[src/rtl/instr_sequencer_if.sv]
// Bus between the instruction sequencer and its environment: program-load
// port, start/flag inputs and the per-instruction datapath control outputs.
interface instr_sequencer_if #(
  parameter int ADDR_W = 4
);
  logic              prog_we;
  logic [ADDR_W-1:0] prog_addr;
  logic [15:0]       prog_data;
  logic              start;
  logic [4:0]        flags;
  logic [15:0]       ctrl_word;
  logic [15:0]       wr_en;
  logic              cin;
  logic [ADDR_W-1:0] pc;
  logic              busy;
  logic              done;

  // Environment side: loads the program, starts it, returns datapath flags.
  modport master (
    output prog_we, prog_addr, prog_data, start, flags,
    input  ctrl_word, wr_en, cin, pc, busy, done
  );

  // Sequencer side.
  modport slave (
    input  prog_we, prog_addr, prog_data, start, flags,
    output ctrl_word, wr_en, cin, pc, busy, done
  );
endinterface

[src/rtl/instr_sequencer.sv]
// Programmable control stage for the datapath. Holds a small program of
// 16-bit instruction words and, after a start pulse, steps through them at
// two cycles per instruction (FETCH then EXEC), presenting the control word,
// the one-hot register write enable and the carry-in for each one.
module instr_sequencer #(
  parameter int PROG_DEPTH = 16,
  parameter int ADDR_W     = 4
) (
  input  logic              clk,
  input  logic              reset,
  instr_sequencer_if.slave  bus
);

  localparam logic [15:0] NOP  = 16'h0000;
  localparam logic [15:0] HALT = 16'hFFFF;
  localparam logic [ADDR_W-1:0] LAST_ADDR = ADDR_W'(PROG_DEPTH - 1);

  typedef enum logic [1:0] {
    S_IDLE,
    S_FETCH,
    S_EXEC,
    S_DONE
  } state_t;

  state_t            r_state, w_state_nxt;
  logic [15:0]       r_mem [PROG_DEPTH];
  logic [ADDR_W-1:0] r_pc, w_pc_nxt;
  logic [15:0]       r_ir, w_ir_nxt;
  logic [15:0]       r_wr_en, w_wr_en_nxt;
  logic              r_cin, w_cin_nxt;
  logic              r_busy, w_busy_nxt;
  logic              r_done, w_done_nxt;

  logic [15:0]       w_fetch_word;
  logic              w_prog_wr;
  logic              w_unused_flags;

  assign w_fetch_word   = r_mem[r_pc];
  // The program is frozen while a run is in progress.
  assign w_prog_wr      = bus.prog_we && !r_busy;
  // Only the carry bit of the flag vector is consumed here.
  assign w_unused_flags = ^{bus.flags[4], bus.flags[2:0]};

  // Program memory: write port for loading, cleared to NOPs on reset.
  always_ff @(posedge clk or posedge reset) begin
    // NOTE: the memory is reset on purpose -- an aborted run must leave an all-NOP program behind.
    if (reset) begin
      for (int i = 0; i < PROG_DEPTH; i++) r_mem[i] <= NOP;
    end else if (w_prog_wr) begin
      r_mem[bus.prog_addr] <= bus.prog_data;
    end
  end

  // State and registered outputs.
  always_ff @(posedge clk or posedge reset) begin
    // NOTE: non-blocking assignments so every register samples pre-edge values.
    if (reset) begin
      r_state <= S_IDLE;
      r_pc    <= '0;
      r_ir    <= NOP;
      r_wr_en <= '0;
      r_cin   <= 1'b0;
      r_busy  <= 1'b0;
      r_done  <= 1'b0;
    end else begin
      r_state <= w_state_nxt;
      r_pc    <= w_pc_nxt;
      r_ir    <= w_ir_nxt;
      r_wr_en <= w_wr_en_nxt;
      r_cin   <= w_cin_nxt;
      r_busy  <= w_busy_nxt;
      r_done  <= w_done_nxt;
    end
  end

  // Next-state and next-output decode. The instruction register doubles as
  // the control-word register: it is loaded only for executable words and
  // cleared again when EXEC ends, so ctrl_word is zero outside EXEC.
  always_comb begin
    // NOTE: every target gets a hold default first so no path infers a latch.
    w_state_nxt = r_state;
    w_pc_nxt    = r_pc;
    w_ir_nxt    = r_ir;
    w_wr_en_nxt = r_wr_en;
    w_cin_nxt   = r_cin;
    w_busy_nxt  = r_busy;
    w_done_nxt  = r_done;

    unique case (r_state)
      S_IDLE, S_DONE: begin
        if (bus.start) begin
          w_state_nxt = S_FETCH;
          w_pc_nxt    = '0;
          w_cin_nxt   = 1'b0;
          w_busy_nxt  = 1'b1;
          w_done_nxt  = 1'b0;
        end
      end

      S_FETCH: begin
        if (w_fetch_word == HALT) begin
          w_state_nxt = S_DONE;
          w_busy_nxt  = 1'b0;
          w_done_nxt  = 1'b1;
        end else begin
          w_state_nxt = S_EXEC;
          w_ir_nxt    = w_fetch_word;
          w_wr_en_nxt = (w_fetch_word == NOP) ? 16'h0000
                                              : (16'h0001 << w_fetch_word[3:0]);
        end
      end

      S_EXEC: begin
        w_ir_nxt    = NOP;
        w_wr_en_nxt = '0;
        w_cin_nxt   = bus.flags[3];
        if (r_pc == LAST_ADDR) begin
          w_state_nxt = S_DONE;
          w_busy_nxt  = 1'b0;
          w_done_nxt  = 1'b1;
        end else begin
          w_state_nxt = S_FETCH;
          w_pc_nxt    = r_pc + ADDR_W'(1);
        end
      end

      default: w_state_nxt = S_IDLE;
    endcase
  end

  assign bus.ctrl_word = r_ir;
  assign bus.wr_en     = r_wr_en;
  assign bus.cin       = r_cin;
  assign bus.pc        = r_pc;
  assign bus.busy      = r_busy;
  assign bus.done      = r_done;

endmodule

[src/flat_wrapper.sv]
// flat-port wrapper written by rule: the top's interface ports become plain ports
module instr_sequencer_flat 
#(
  parameter int PROG_DEPTH = 16,
  parameter int ADDR_W     = 4
)
  (clk, reset, bus_prog_we, bus_prog_addr, bus_prog_data, bus_start, bus_flags, bus_ctrl_word, bus_wr_en, bus_cin, bus_pc, bus_busy, bus_done);
  instr_sequencer_if #(.ADDR_W(ADDR_W)) bus_i ();
  input  logic clk;
  input  logic reset;
  input wire logic [$bits(bus_i.prog_we)-1:0] bus_prog_we;
  input wire logic [$bits(bus_i.prog_addr)-1:0] bus_prog_addr;
  input wire logic [$bits(bus_i.prog_data)-1:0] bus_prog_data;
  input wire logic [$bits(bus_i.start)-1:0] bus_start;
  input wire logic [$bits(bus_i.flags)-1:0] bus_flags;
  output wire logic [$bits(bus_i.ctrl_word)-1:0] bus_ctrl_word;
  output wire logic [$bits(bus_i.wr_en)-1:0] bus_wr_en;
  output wire logic [$bits(bus_i.cin)-1:0] bus_cin;
  output wire logic [$bits(bus_i.pc)-1:0] bus_pc;
  output wire logic [$bits(bus_i.busy)-1:0] bus_busy;
  output wire logic [$bits(bus_i.done)-1:0] bus_done;
  assign bus_i.prog_we = bus_prog_we;
  assign bus_i.prog_addr = bus_prog_addr;
  assign bus_i.prog_data = bus_prog_data;
  assign bus_i.start = bus_start;
  assign bus_i.flags = bus_flags;
  assign bus_ctrl_word = bus_i.ctrl_word;
  assign bus_wr_en = bus_i.wr_en;
  assign bus_cin = bus_i.cin;
  assign bus_pc = bus_i.pc;
  assign bus_busy = bus_i.busy;
  assign bus_done = bus_i.done;
  instr_sequencer #(.PROG_DEPTH(PROG_DEPTH), .ADDR_W(ADDR_W)) u_core (.clk(clk), .reset(reset), .bus(bus_i));
endmodule
[config.mk]
export PLATFORM = sky130hd
export DESIGN_NAME = instr_sequencer_flat
export DESIGN_NICKNAME = d
export VERILOG_FILES = /design/src/rtl/instr_sequencer_if.sv /design/src/rtl/instr_sequencer.sv /design/src/flat_wrapper.sv
export SDC_FILE = /design/constraint.sdc
export NUM_CORES = 1
export LEC_CHECK = 0
export CAP_MARGIN = 20
export CORE_MARGIN = 5
export CORE_UTILIZATION = 30
export DETAILED_ROUTE_END_ITERATION = 10
export GPL_ROUTABILITY_DRIVEN = 0
export GPL_TIMING_DRIVEN = 1
export PLACE_DENSITY = 0.47
export SLEW_MARGIN = 20
export SYNTH_ARGS = -nofsm -noshare
export SYNTH_HDL_FRONTEND = slang
export SYNTH_SLANG_ARGS = --single-unit
[constraint.sdc]
create_clock -name clk -period 15.1 [get_ports clk]
set_input_delay 4.53 -clock clk [delete_from_list [all_inputs] [get_ports clk]]
set_output_delay 4.53 -clock clk [all_outputs]
set_load 0.02 [all_outputs]
**After elaboration in Yosys (flattened, before gate mapping)**

Index checks and enable logic that the tools add are counted.
W data, S select, Z words.

- Bits in registers: 297
- Output and inout port bits: 39
- Word-level logic and storage cells: 79

- Bitwise operators: 2
- Magnitude comparators: 3
- Muxes and demuxes: 27
- Add/subtract/negate cells: 1
- Shift-type cells: 1
- Reductions and logical operators: 12
- Equal/unequal tests: 10

Operators by type and width:

| cell | number |
|---|---|
| $bwmux W256 | 1 |
| $mux W16 | 6 |
| $bmux W16 S4 | 1 |
| $demux W16 S4 | 1 |
| $pmux W16 S2 | 2 |
| $eq A16 B16 Y1 const B | 1 |
| $logic_not A16 Y1 | 1 |
| $shl A1 B4 Y16 const A | 1 |
| $ge A5 B5 Y1 const B | 2 |
| $not A4 Y5 | 2 |
| $mux W4 | 2 |
| $pmux W4 S2 | 1 |
| $mux W1 | 7 |
| $ne A2 B2 Y1 const B | 3 |
| $pmux W1 S3 | 2 |
| $pmux W2 S3 | 1 |
| $reduce_and A3 Y1 | 2 |
| $lt A5 B1 Y1 const B | 1 |
| $add A4 B1 Y4 const B | 1 |
| $eq A2 B2 Y1 const B | 2 |
| $eq A4 B4 Y1 const B | 1 |
| $mux W2 | 2 |
| $ne A2 B1 Y1 const B | 2 |
| $reduce_and A2 Y1 | 2 |
| 7 further kinds | 9 |

**Depth between registers and ports, before layout**

Gate-level depths: netlist of the first run.

- Depth after elaboration: 8
- Depth in mapped cells: 13

**Worst setup path after synthesis of the first run**

Ideal clock, no wire load.

- Path kind: in2reg
- From: in bus_prog_addr[0]
- To: reg u_core.r_mem[48] in the netlist's numbering
- Library setup time: 0.125 ns
- Path slack: 8.756 ns
- Required time: 14.975 ns
- Arrival time: 6.220 ns
- Stages on the path: 4
- Buffers on the path: 2
- Cell sequence: clkbuf_1 nor4_1 clkbuf_1 mux2_2

- Longest elaborated chain between the ends: 6
- Elaborated cells between the ends (all ways): 7
- Those cells by class: order compare (2); mux (3); bitwise (1); reduce/logical (1)

RTL lines:

| item | RTL line | text |
|---|---|---|
| start: declaration | flat_wrapper.sv:12 | `input wire logic [$bits(bus_i.prog_addr)-1:0] bus_prog_addr;` |
| $not A4 Y5 (implied by the code) (*) | instr_sequencer.sv:50 | `r_mem[bus.prog_addr] <= bus.prog_data;` |
| $ge A5 B5 Y1 (implied by the code) / $lt A5 B1 Y1 (equally long branches) | instr_sequencer.sv:50 |  |
| $logic_and A1 B1 Y1 (implied by the code) | instr_sequencer.sv:50 |  |
| $mux W16 (implied by the code) | instr_sequencer.sv:50 |  |
| $demux W16 S4 (*) | instr_sequencer.sv:50 |  |
| $bwmux W256 (*) | instr_sequencer.sv:50 |  |
| end signal: indexed assignment | instr_sequencer.sv:50 |  |
| end: declaration | instr_sequencer.sv:26 | `logic [15:0] r_mem [PROG_DEPTH];` |

Every way passes the cells marked *; elsewhere a longest branch is shown, timed or not.
A chain may end at the register's enable or synchronous reset.

**Worst setup path after layout of the first run**

- From: reg u_core.r_pc[3], in the netlist u_core.bus.pc[3]
- To: out bus_pc[3]

RTL lines:

| item | RTL line | text |
|---|---|---|
| start: declaration | instr_sequencer.sv:27 | `logic [ADDR_W-1:0] r_pc, w_pc_nxt;` |
| start signal: assignment | instr_sequencer.sv:67 | `r_pc <= w_pc_nxt;` |
| end: declaration | flat_wrapper.sv:19 | `output wire logic [$bits(bus_i.pc)-1:0] bus_pc;` |

No word-level cell between the ends.

==> key figures, run 1 <==
Setup path
  • Kind of critical path: flop to primary output
  • Critical-path top delay cell: dfrtp_1
  • Startpoint Class: flop
  • RR Startpoint: u_core.bus.pc[0]
  • WP data required: 10.57 ns
  • Max incr delay on CP: 1.06 ns
  • Reg2reg end: u_core.bus.wr_en[15]
  • Crit path max-delay family: flip-flops
  • FF-to-FF path depth: 8
  • Critical Path Sink Type: primary output
  • WP buf/inv: 1
  • Critical path cell sequence: clkdlybuf4s50_1
  • Critical path peak fanout: 24
  • R2R setup slack: 11.03 ns
  • CP Data Arrival Time: 2.36 ns
  • Levels on crit path: 1

Clock network
  • Max H-tree Level: 2
  • Post-CTS Resized: 0
  • Root Driver: clkbuf_16
  • CTS Buf Count: 35
  • Max Root-Sink Buffers: 3
  • CTS tree: built
  • Cts hold-fix bufs: 0
  • Sink Count: 297
  • CTS clk-pin slew, worst paths: 0.06 ns
  • Clk_lat worst skew: 0.52 ns
  • Postcts setup bufs: 0

Finish
  • Most common cell after layout, fill and taps aside: dfrtp_1
  • Layout Nets: 1042
  • Area grow syn2layout: 16.7%
  • Most used cells in the layout excluding fill and tap cells: dfrtp_1 (294), mux2_2 (273), clkdlybuf4s50_1 (63)
  • Ant. Diodes: 0
  • Fill cells: 4501
  • Layout cells sized above 1: 41.8%

Yosys
  • Synthesized net count: 989
  • Largest family of logic cells by synthesized area: multiplexers
  • Post-Synthesis Cells: 957
  • Post-synthesis mux area share: 32.3%
  • Synth top area cells: dfrtp_1 (53%), mux2_2 (22%), mux4_2 (9.4%)
  • Post-Syn Area: 13900 sq um
  • FF+latch count, synth: 297
  • Post-Synth Simple-Gate Area: 5.11%
  • Synth Area in Compound Gates: 5.49%
  • Avg Inst Size Synth: 14.6 sq um
  • Register area share after synthesis: 53.3%
  • Area share of xor/xnor cells in the synthesized design: 0%
  • Async SR Flop Fraction: 100%
  • Synth area leader: dfrtp_1
  • Number of synthesized flops with an enable pin: 0
  • Fraction of the mapped netlist area in adder cells: 0.269%
  • Post-synth cell types: 59
  • Post-synth top flop: dfrtp_1
  • Top cell type's share of synthesized area: 53.3%
  • Yosys warning count: 0

Global routing
  • Vias in the first global route: 8889
  • First-pass GRT wire length: 58300 um
  • Largest net degree at the start of global routing: 88
  • Overflow left after global routing: 0
  • Initial antenna violation count: 0
  • Total GRT Usage: 15.0%

Timing
  • Final Cycle Share: 45.6%
  • Final setup fails: 0
  • Final hold vios: 0
  • Slew Viols, Final: 0
  • Setup TNS: 0 ns
  • Final Critical Period: 6.89 ns
  • RSZ-0062 raised after global routing: false
  • Slew HR: 27.3%
  • Clock skew: 0.0133 ns
  • WHS: 0.487 ns
  • Final WS setup: 8.21 ns
  • Worst slew pin tran: 1.09 ns
  • Achievable Freq: 145 MHz

Floorplanning
  • Row cnt: 79
  • IO Count: 68
  • Initial core utilization: 30.2%
  • Die H: 226 um
  • Die width: 226 um
  • Core Area: 46300 sq um
  • Die ar.: 50900 sq um

Routing
  • Iter 0 DRT Violations: 606
  • Avg WL per Cell: 23.0 um
  • Detailed Routing Iterations Pass 1: 5
  • Via Count: 8456
  • DR vias/cell: 5.16
  • Total wire length: 37700 um
  • DRC: 0
  • Antenna viol nets, final: 0

Power and ir drop
  • Peak VDD IR: 0.134 mV
  • Pwr dens: 194 nW/um^2
  • Cell leakage power: 0.00690 uW

Flow run
  • Max Cap Viol: 0

Place
  • Port bufs: 63
  • Post-DP HPWL: 22200 um
  • Pre-CTS setup slack: 7.58 ns

Hold path
  • Hold depth: 1
  • Worst hold path type: flop to flop
  • Min-Delay Endpoint: u_core.bus.wr_en[15]
  • Hold Startpoint: u_core.bus.wr_en[15]

Run status
  • Status: complete, no violations
-- cell families after synthesis --
kind of cell | count (synthesis)
fa+ha+maj | 3
compound gates | 91
flops | 297
buf+inv | 83
mux | 342
simple gates | 141
-- layout make-up --
cell class                 count  area (sq um)  share of cell area (%)
sequential                   297          7440                    45.7
inverter                      11          48.8                   0.300
multi-input combinational    577          6050                    37.2
clock buffer                  54          1090                    6.69
timing repair buffer          88           822                    5.05
clock inverter                 4          70.1                   0.430
tap                          607           759                    4.66
-- worst max path at each step --
stage / startpoint / end / slack (ns)
after detailed placement: reset / u_core.r_mem[147] / 7.58
after global placement: reset / u_core.r_mem[150] / 7.52
after global routing: u_core.bus.pc[3] / bus_pc[3] / 8.13
final: u_core.bus.pc[3] / bus_pc[3] / 8.21
after floorplan: reset / u_core.bus.busy / 2.37
after CTS: reset / u_core.r_mem[139] / 8.11
-- Yosys cell counts, types with 7 or more instances --
| cell type | count |
|---|---|
| inv_1 | 10 |
| mux4_2 | 58 |
| nand3_1 | 10 |
| buf_6 | 9 |
| a22o_1 | 14 |
| nand4_1 | 17 |
| a41oi_1 | 8 |
| clkbuf_1 | 44 |
| o22ai_1 | 9 |
| nor2_1 | 25 |
| nand2_1 | 41 |
| nor3_1 | 7 |
| o31ai_1 | 7 |
| mux2_2 | 273 |
| mux2i_1 | 9 |
| and2_1 | 11 |
| dfrtp_1 | 297 |
| o21ai_0 | 9 |
-- power breakdown --
group | switching [uW] | internal [uW] | total (uW)
sequential | 171 | 1120 | 1290
combinational | 469 | 542 | 1010
clock | 326 | 527 | 853
total | 966 | 2190 | 3150
-- sequential cells by signal (all words and copies together) (netlist names) --
| signal | count |
|---|---|
| u_core.r_mem | 256 |
| u_core.bus.ctrl_word | 16 |
| u_core.bus.wr_en | 16 |
| u_core.bus.pc | 4 |
| u_core.r_state | 2 |
| u_core.bus.busy | 1 |
| u_core.bus.cin | 1 |
| u_core.bus.done | 1 |
-- stage by stage --
stage          cells  total power, uW  utilization (%)  area (sq um)
4_1_cts         1638             3190             35.2         16300
5_1_grt         1638             3330             35.2         16300
6_report        1638             3150             35.2         16300
3_3_place_gp    1580             2300             32.7         15100
3_5_place_dp    1580             2320             32.7         15100
2_1_floorplan    957             2030                -         13900
-- routing by layer --
metal | GRT usage [%] | vias to the layer above | wire [um]
met1 | 22.3 | 4489 | 18200
li1 | - | 3713 | -
met4 | 3.87 | 0 | 856
met5 | 0 | - | 0
met2 | 22.7 | 202 | 17000
met3 | 2.52 | 52 | 1630
Note: power is estimated with default switching activity, not from simulation.
==> run 2, diff against run 1 <==
Clock period 15.1 ns to 7.1 ns, I/O delays scaled along.
==> key figures, run 2 (same netlist as run 1, synthesis figures left out) <==
Routing
  • Avg WL per Cell: 22.8 um (was 23.0 um)
  • Total wire length: 37400 um (was 37700 um)
  • Iter 0 DRT Violations: 607 (was 606)
  • DRC: 0 (unchanged)
  • Antenna viol nets, final: 0 (unchanged)
  • Detailed Routing Iterations Pass 1: 4 (was 5)
  • Via Count: 8336 (was 8456)
  • DR vias/cell: 5.09 (was 5.16)

Power and ir drop
  • Cell leakage power: 0.00685 uW (was 0.00690 uW)
  • Pwr dens: 405 nW/um^2 (was 194 nW/um^2)
  • Post-route total power: 6560 uW (was 3150 uW)
  • Peak VDD IR: 0.254 mV (was 0.134 mV)

Finish
  • Layout cells sized above 1: 41.6% (was 41.8%)
  • Most common cell after layout, fill and taps aside: dfrtp_1 (unchanged)
  • Most used cells in the layout excluding fill and tap cells: dfrtp_1 (294), mux2_2 (273), clkdlybuf4s50_1 (63) (unchanged)
  • Layout Nets: 1043 (was 1042)
  • Final non-filler cell area: 16200 sq um (was 16300 sq um)
  • Core Util, Final: 35.0% (was 35.2%)
  • Ant. Diodes: 0 (unchanged)
  • Area grow syn2layout: 16.2% (was 16.7%)
  • Reg with most FFs: u_core.r_mem (unchanged)
  • Max reg flops: 256 (unchanged)
  • Fill cells: 4482 (was 4501)

Place
  • Pre-CTS setup slack: 2.55 ns (was 7.58 ns)
  • Post-DP HPWL: 22400 um (was 22200 um)
  • Dpl cell area: 15200 sq um (was 15100 sq um)
  • Port bufs: 63 (unchanged)

Clock network
  • CTS tree: built (unchanged)
  • Clk_lat worst skew: 0.53 ns (was 0.52 ns)
  • Max Root-Sink Buffers: 3 (unchanged)
  • Postcts setup bufs: 0 (unchanged)
  • Post-CTS Resized: 0 (unchanged)
  • Root Driver: clkbuf_16 (unchanged)
  • Max H-tree Level: 2 (unchanged)
  • Sink Count: 297 (unchanged)
  • Cts hold-fix bufs: 0 (unchanged)
  • CTS Buf Count: 35 (unchanged)
  • CTS clk-pin slew, worst paths: 0.06 ns (about the same)

Timing
  • Slew Viols, Final: 0 (unchanged)
  • Final hold vios: 0 (unchanged)
  • Clock skew: 0.0188 ns (was 0.0133 ns)
  • Final Critical Period: 4.36 ns
  • Worst slew pin tran: 0.897 ns (was 1.09 ns)
  • Final setup fails: 0 (unchanged)
  • Slew HR: 40.0% (was 27.3%)
  • RSZ-0062 raised after global routing: false (unchanged)
  • Final WS setup: 2.74 ns (was 8.21 ns)
  • Setup TNS: 0 ns (unchanged)
  • Final Cycle Share: 61.5%
  • Achievable Freq: 229 MHz

Setup path
  • R2R setup slack: 3.15 ns (was 11.03 ns)
  • Levels on crit path: 1 (unchanged)
  • WP buf/inv: 1 (unchanged)
  • Critical path endpoint: bus_pc[0] (was bus_pc[3])
  • Reg2reg end: u_core.bus.ctrl_word[7] (was u_core.bus.wr_en[15])
  • FF-to-FF path depth: 9 (was 8)
  • Critical-path top delay cell: dfrtp_4 (was dfrtp_1)
  • Critical path peak fanout: 37 (was 24)
  • Kind of critical path: flop to primary output (unchanged)
  • Startpoint Class: flop (unchanged)
  • WP data required: 4.97 ns (was 10.57 ns)
  • Critical path cell sequence: clkdlybuf4s50_1 (unchanged)
  • CP startpoint: u_core.bus.pc[0] (was u_core.bus.pc[3])
  • Critical Path Sink Type: primary output (unchanged)
  • Crit path max-delay family: flip-flops (unchanged)
  • Max incr delay on CP: 0.95 ns (was 1.06 ns)
  • RR Startpoint: u_core.bus.pc[0] (unchanged)
  • CP Data Arrival Time: 2.23 ns (was 2.36 ns)

Flow run
  • Max Cap Viol: 0 (unchanged)

Global routing
  • Overflow left after global routing: 0 (unchanged)
  • Vias in the first global route: 8830 (was 8889)
  • First-pass GRT wire length: 57800 um (was 58300 um)
  • Initial antenna violation count: 0 (unchanged)
  • Total GRT Usage: 14.8% (was 15.0%)
  • Largest net degree at the start of global routing: 101 (was 88)

Floorplanning
  • Die H: 226 um (unchanged)
  • Initial core utilization: 30.2% (unchanged)
  • Die width: 226 um (unchanged)
  • IO Count: 68 (unchanged)
  • Row cnt: 79 (unchanged)
  • Core Area: 46300 sq um (unchanged)
  • Die ar.: 50900 sq um (unchanged)

Hold path
  • Worst hold path type: flop to flop (unchanged)

Run status
  • Status: complete, no violations (unchanged)
==> run 2: final cells by class <==
| class | instances | area, sq um | share of cell area (%) |
|---|---|---|---|
| clock buffer | 50 | 1000 | 6.19 |
| clock inverter | 7 | 52.6 | 0.324 |
| inverter | 11 | 45.0 | 0.278 |
| multi-input combinational | 577 | 6060 | 37.4 |
| sequential | 297 | 7440 | 45.9 |
| tap | 607 | 759 | 4.69 |
| timing repair buffer | 89 | 851 | 5.25 |
==> run 2: worst min-delay path by stage <==
stage	from	end	slack, ns	depth (start not counted)
floorplan	u_core.r_mem[38]	u_core.r_mem[38]	0.47	1
global placement	u_core.bus.wr_en[15]	u_core.bus.wr_en[15]	0.48	1
detailed placement	u_core.r_mem[210]	u_core.r_mem[210]	0.49	1
CTS	u_core.bus.wr_en[15]	u_core.bus.wr_en[15]	0.50	1
global route	u_core.r_mem[210]	u_core.r_mem[210]	0.50	1
finish	u_core.bus.wr_en[15]	u_core.bus.wr_en[15]	0.49	1
==> run 2: where the power goes <==
| group | total (uW) | internal (uW) | switching, uW |
|---|---|---|---|
| registers | 2770 | 2380 | 391 |
| clock network | 1680 | 981 | 699 |
| logic | 2110 | 1150 | 956 |
| total | 6560 | 4510 | 2050 |
==> run 2: metrics by stage <==
step,instances,hold WS [ns]
floorplan,957,0.472
global placement,1581,0.479
detailed placement,1581,0.487
CTS,1638,0.501
global route,1638,0.505
finish,1638,0.492
==> run 2: layer usage <==
| layer | global-route usage, % | part of all wire, % | wire (um) |
|---|---|---|---|
| met5 | 0 | 0 | 0 |
| met4 | 3.49 | 1.8 | 661 |
| met3 | 2.56 | 4.1 | 1550 |
| met2 | 22.7 | 45 | 16900 |
| met1 | 21.9 | 49 | 18300 |
